### config.mk
export PLATFORM = sky130hd
export DESIGN_NAME = fetch_stage
export DESIGN_NICKNAME = d
export VERILOG_FILES = /design/src/rtl/fetch_stage.sv
export SDC_FILE = /design/constraint.sdc
export NUM_CORES = 1
export LEC_CHECK = 0
export CAP_MARGIN = 20
export CORE_ASPECT_RATIO = 0.7
export CORE_MARGIN = 1
export CORE_UTILIZATION = 35
export CTS_CLUSTER_SIZE = 30
export DETAILED_ROUTE_END_ITERATION = 6
export HOLD_SLACK_MARGIN = 0.12
export PLACE_DENSITY = 0.73
export SETUP_SLACK_MARGIN = 0.02
export SYNTH_ARGS = -nofsm -noshare
export SYNTH_HDL_FRONTEND = slang
export SYNTH_SLANG_ARGS = --single-unit
### constraint.sdc
create_clock -name clk -period 5 [get_ports clk]
set_input_delay 0.75 -clock clk [delete_from_list [all_inputs] [get_ports clk]]
set_output_delay 0.75 -clock clk [all_outputs]
set_load 0.02 [all_outputs]
### src/rtl/fetch_stage.sv
// Instruction fetch stage: program counter, next-PC selection with
// jump/branch redirect, IF/ID pipeline register with flush-to-bubble,
// and saturating stall/flush event counters.
module fetch_stage #(
   parameter logic [31:0] RESET_PC = 32'h0000_0000,
   parameter logic [31:0] NOP_INST = 32'h0000_0000
) (
   input  logic        clk,
   input  logic        rst,
   input  logic        PCWrite,
   input  logic        IFIDWrite,
   input  logic        branch_taken,
   input  logic [31:0] branch_target,
   input  logic        jump,
   input  logic [31:0] jump_target,
   input  logic [31:0] inst_in,
   output logic [31:0] pc_out,
   output logic [31:0] inst_IFID,
   output logic [31:0] pcplus4_IFID,
   output logic        valid_IFID,
   output logic [15:0] stall_cnt,
   output logic [15:0] flush_cnt
);

   logic [31:0] pc_q;
   logic [31:0] pc_plus4;
   logic [31:0] next_pc;
   logic        redirect;
   logic        flush;

   // Next-PC selection; jump outranks branch, targets are word-aligned on load.
   always_comb begin
      pc_plus4 = pc_q + 32'd4;
      redirect = jump | branch_taken;
      flush    = IFIDWrite & redirect;
      next_pc  = pc_plus4;
      if (jump)
         next_pc = {jump_target[31:2], 2'b00};
      else if (branch_taken)
         next_pc = {branch_target[31:2], 2'b00};
   end

   // Program counter; a frozen PC also ignores any redirect.
   always_ff @(posedge clk or posedge rst) begin
      if (rst)
         pc_q <= {RESET_PC[31:2], 2'b00};
      else if (PCWrite)
         pc_q <= next_pc;
   end

   // IF/ID register; a redirect turns the fetched slot into a bubble.
   always_ff @(posedge clk or posedge rst) begin
      if (rst) begin
         inst_IFID    <= NOP_INST;
         pcplus4_IFID <= 32'h0000_0000;
         valid_IFID   <= 1'b0;
      end else if (IFIDWrite) begin
         pcplus4_IFID <= pc_plus4;
         if (redirect) begin
            inst_IFID  <= NOP_INST;
            valid_IFID <= 1'b0;
         end else begin
            inst_IFID  <= inst_in;
            valid_IFID <= 1'b1;
         end
      end
   end

   // Saturating event counters for stalled cycles and applied flushes.
   always_ff @(posedge clk or posedge rst) begin
      if (rst) begin
         stall_cnt <= 16'h0000;
         flush_cnt <= 16'h0000;
      end else begin
         if (!PCWrite && stall_cnt != 16'hFFFF)
            stall_cnt <= stall_cnt + 16'd1;
         if (flush && flush_cnt != 16'hFFFF)
            flush_cnt <= flush_cnt + 16'd1;
      end
   end

   assign pc_out = pc_q;

endmodule

==> results by group <==
Power and ir drop
  – Combinational power share: 0.268
  – Sequential share of power: 0.382
  – Sw Pwr: 1.17 mW
  – Pwr dens: 369 nW/µm²
  – Internal power: 2.38 mW
  – Largest vdd supply drop: 0.207 mV
  – Sw Ratio: 0.329
  – Leakage: 3.88 nW
  – Part of the power in the clock network: 0.350

Final layout
  – Most common cell after layout, fill and taps aside: clkdlybuf4s50_1
  – Most frequent cells in the layout: clkdlybuf4s50_1 (220), dfrtp_1 (125), nand3_1 (65)
  – Post-route cell area: 9630 µm²
  – Flip-flop and latch area: 3130 µm²
  – Layout cells sized above 1: 0.0650
  – Fillers: 1706
  – Area of the multi-input gates: 3130 µm²
  – Layout Nets: 1030
  – Layout area overhead: 44.8%

Setup path
  – Setup CP Type: in2reg
  – Setup crit start kind: input port
  – Arr. time, crit path: 3.12 ns
  – Critical path required time: 5.35 ns
  – Worst-path maximum fanout: 21
  – CP Capture Type: register

Detailed routing
  – Via count: 6364
  – Routed Antenna Nets: 0
  – Routed vias/inst: 5.42
  – Routed WL: 20800 µm
  – Residual DRC: 0
  – WL per Instance: 17.7 µm
  – Pre-antenna DRT Iters: 5
  – DR iter-0 viols: 577

Synth
  – Post-synth cell types: 59
  – Share of async-settable or async-resettable flops after synthesis: 1.00
  – Post-synth EDFFs: 0
  – Synthesized area per cell: 9.16 µm²
  – Post-synth top flop: dfrtp_1
  – Syn. warnings: 0
  – Synth Register Bits: 125
  – Register area share after synthesis: 0.470
  – Synth Cell Area: 6650 µm²
  – Cell count after synthesis: 726

Clock tree
  – CTS buffer count: 17
  – Clk_lat worst skew: 0.42 ns
  – Clock Pin Slew Worst Setup and Hold Paths: 0.06 ns
  – Post-CTS Resized: 0
  – Clk sinks: 125
  – CTS tree: yes
  – Maximum buffer depth of the clock tree: 2
  – Post-CTS Hold Fix Bufs: 0
  – H-Tree Depth: 4
  – Root Buffer: clkbuf_16
  – Post CTS Setup Buffer Count: 0

Global routing
  – Vias in the first global route: 5961
  – Pin count of the biggest net entering global routing: 73
  – Initial antenna violation count: 0
  – Gr usage total: 0.218
  – First-pass GRT wire length: 33600 µm
  – Gr ovfl total: 0

STA
  – Period utilization: 0.555
  – Final setup vio count: 0
  – Fmax: 0.361 GHz
  – Final min period: 2.77 ns
  – Setup repair after global routing missed its margin: false
  – Final worst slack: 2.23 ns
  – Slew @ Worst Pin: 0.881 ns
  – Final Max Slew Viols: 0
  – Final hold violation count: 0
  – Max-slew headroom: 0.412
  – Worst Skew: 0.00865 ns
  – Setup TNS: 0 ns

Floorplan
  – # rows: 41
  – Placeable Area: 18300 µm²
  – Chip width: 167 µm
  – Die height: 117 µm
  – DIE AREA: 19600 µm²
  – I/O pin count: 231
  – Initial core utilization: 0.363

Place
  – Placement Cell Area: 9030 µm²
  – Dpl hpwl: 14700 µm
  – Port Buffer Count: 222
  – Final Wtd Congestion: 0.794
  – Pre-CTS setup slack: 1.81 ns

Min path
  – Worst Hold Class: reg2reg

Run
  – MaxCap Viol Count: 0

Status
  – Status: complete, no violations
-- Yosys cell counts, types with 3 or more instances --
cell type	instances	area, µm²
clkbuf_1	44	165
nand3_1	65	325
nor2_1	47	176
a21oi_1	23	115
or4_1	12	90.1
xor2_1	26	228
mux2_2	7	78.8
nand2_1	32	120
nand4_1	20	125
dfrtp_1	125	3130
mux2i_1	11	110
xnor2_1	11	96.3
nor2b_1	3	18.8
inv_1	47	176
o21ai_0	59	295
buf_2	4	20.0
a31oi_1	18	113
nor3_1	26	130
and3_1	11	68.8
ha_1	3	37.5
o2bb2ai_1	3	26.3
buf_1	4	15.0
a22o_1	13	114
o31ai_1	12	90.1
or3_1	9	56.3
nand2b_1	7	43.8
and2_1	3	18.8
nor4_1	6	37.5
and4_1	10	87.6
o311ai_0	6	52.6
nand4b_1	3	26.3
o211ai_1	8	60.1
a211oi_1	4	30.0
o21a_1	5	37.5
buf_4	4	30.0
or4b_1	3	30.0
-- final timing paths --
kind / start / endpoint / slack, ns / cells past startpoint
hold / removal: flush_cnt[7]$_DFFE_PP0P_ / flush_cnt[7]$_DFFE_PP0P_ / 0.50 / 1
hold reg to reg: flush_cnt[7]$_DFFE_PP0P_ / flush_cnt[7]$_DFFE_PP0P_ / 0.50 / 1
setup reg to reg: pc_out[4]$_DFFE_PP0P_ / pcplus4_IFID[25]$_DFFE_PP0P_ / 2.48 / 4
min in group asynchronous: rst / inst_IFID[1]$_DFFE_PP0P_ / 0.88 / 2
setup / recovery: jump / pc_out[24]$_DFFE_PP0P_ / 2.23 / 5
max in group asynchronous: rst / stall_cnt[1]$_DFFE_PP0P_ / 3.16 / 3
-- per-layer routing --
layer	wire length (µm)	track usage	up-vias
met5	0	0	-
met4	198	0.0527	0
met3	1730	0.0580	17
met2	9000	0.321	257
met1	9880	0.316	3044
li1	-	-	3046
-- state kept, by name, summed over array words and instances, names as in the netlist --
register,cells
inst_IFID,32
valid_IFID,1
pc_out,30
flush_cnt,16
stall_cnt,16
pcplus4_IFID,30
-- stage by stage --
| stage | hold WS [ns] | cells | utilization | power, mW |
|---|---|---|---|---|
| 6_report | 0.503 | 1175 | 0.526 | 3.55 |
| 5_1_grt | 0.515 | 1174 | 0.526 | 3.72 |
| 4_1_cts | 0.506 | 1173 | 0.525 | 3.57 |
| 3_5_place_dp | 0.488 | 1141 | 0.493 | 2.32 |
| 3_3_place_gp | 0.479 | 1141 | 0.493 | 2.31 |
| 2_1_floorplan | 0.590 | 729 | - | 1.81 |
-- critical path, cell delays in order --
cell and delay (ns):
clkdlybuf4s50_1 0.84, or2_2 0.68, or3_1 0.35, or4_1 0.40
nand3_1 0.09
-- cell families (layout without fill, tap and decap cells) --
| group | after synthesis | after routing | synth area share |
|---|---|---|---|
| xor gates and xnor gates | 37 | 37 | 0.0487 |
| and+or+nand+nor | 268 | 268 | 0.219 |
| AOI/OAI and AO/OA | 171 | 171 | 0.166 |
| adders and majority gates | 3 | 3 | 0.00565 |
| other | 1 | 5 | 0.000564 |
| muxes | 18 | 18 | 0.0284 |
| buffers and inverters | 103 | 312 | 0.0611 |
| DFF | 125 | 125 | 0.470 |
-- power groups by stage --
stage	Sequential [mW]	Combinational (mW)	Clock, mW
after detailed placement	1.37	0.953	0
after floorplan	1.50	0.312	0
after global routing	1.38	1.02	1.32
final	1.36	0.950	1.24
after CTS	1.35	0.958	1.26
after global placement	1.36	0.943	0
-- cell type report --
cell class              instances  share of cell area
flip-flops and latches        125               0.325
clock inverters                13              0.0147
inverters                      47              0.0186
well taps                     236              0.0307
multi-input cells             501               0.325
diodes                          1            0.000260
clock buffers                  19              0.0470
repair buffers                233               0.239
Power figures use the tool's default switching activity.
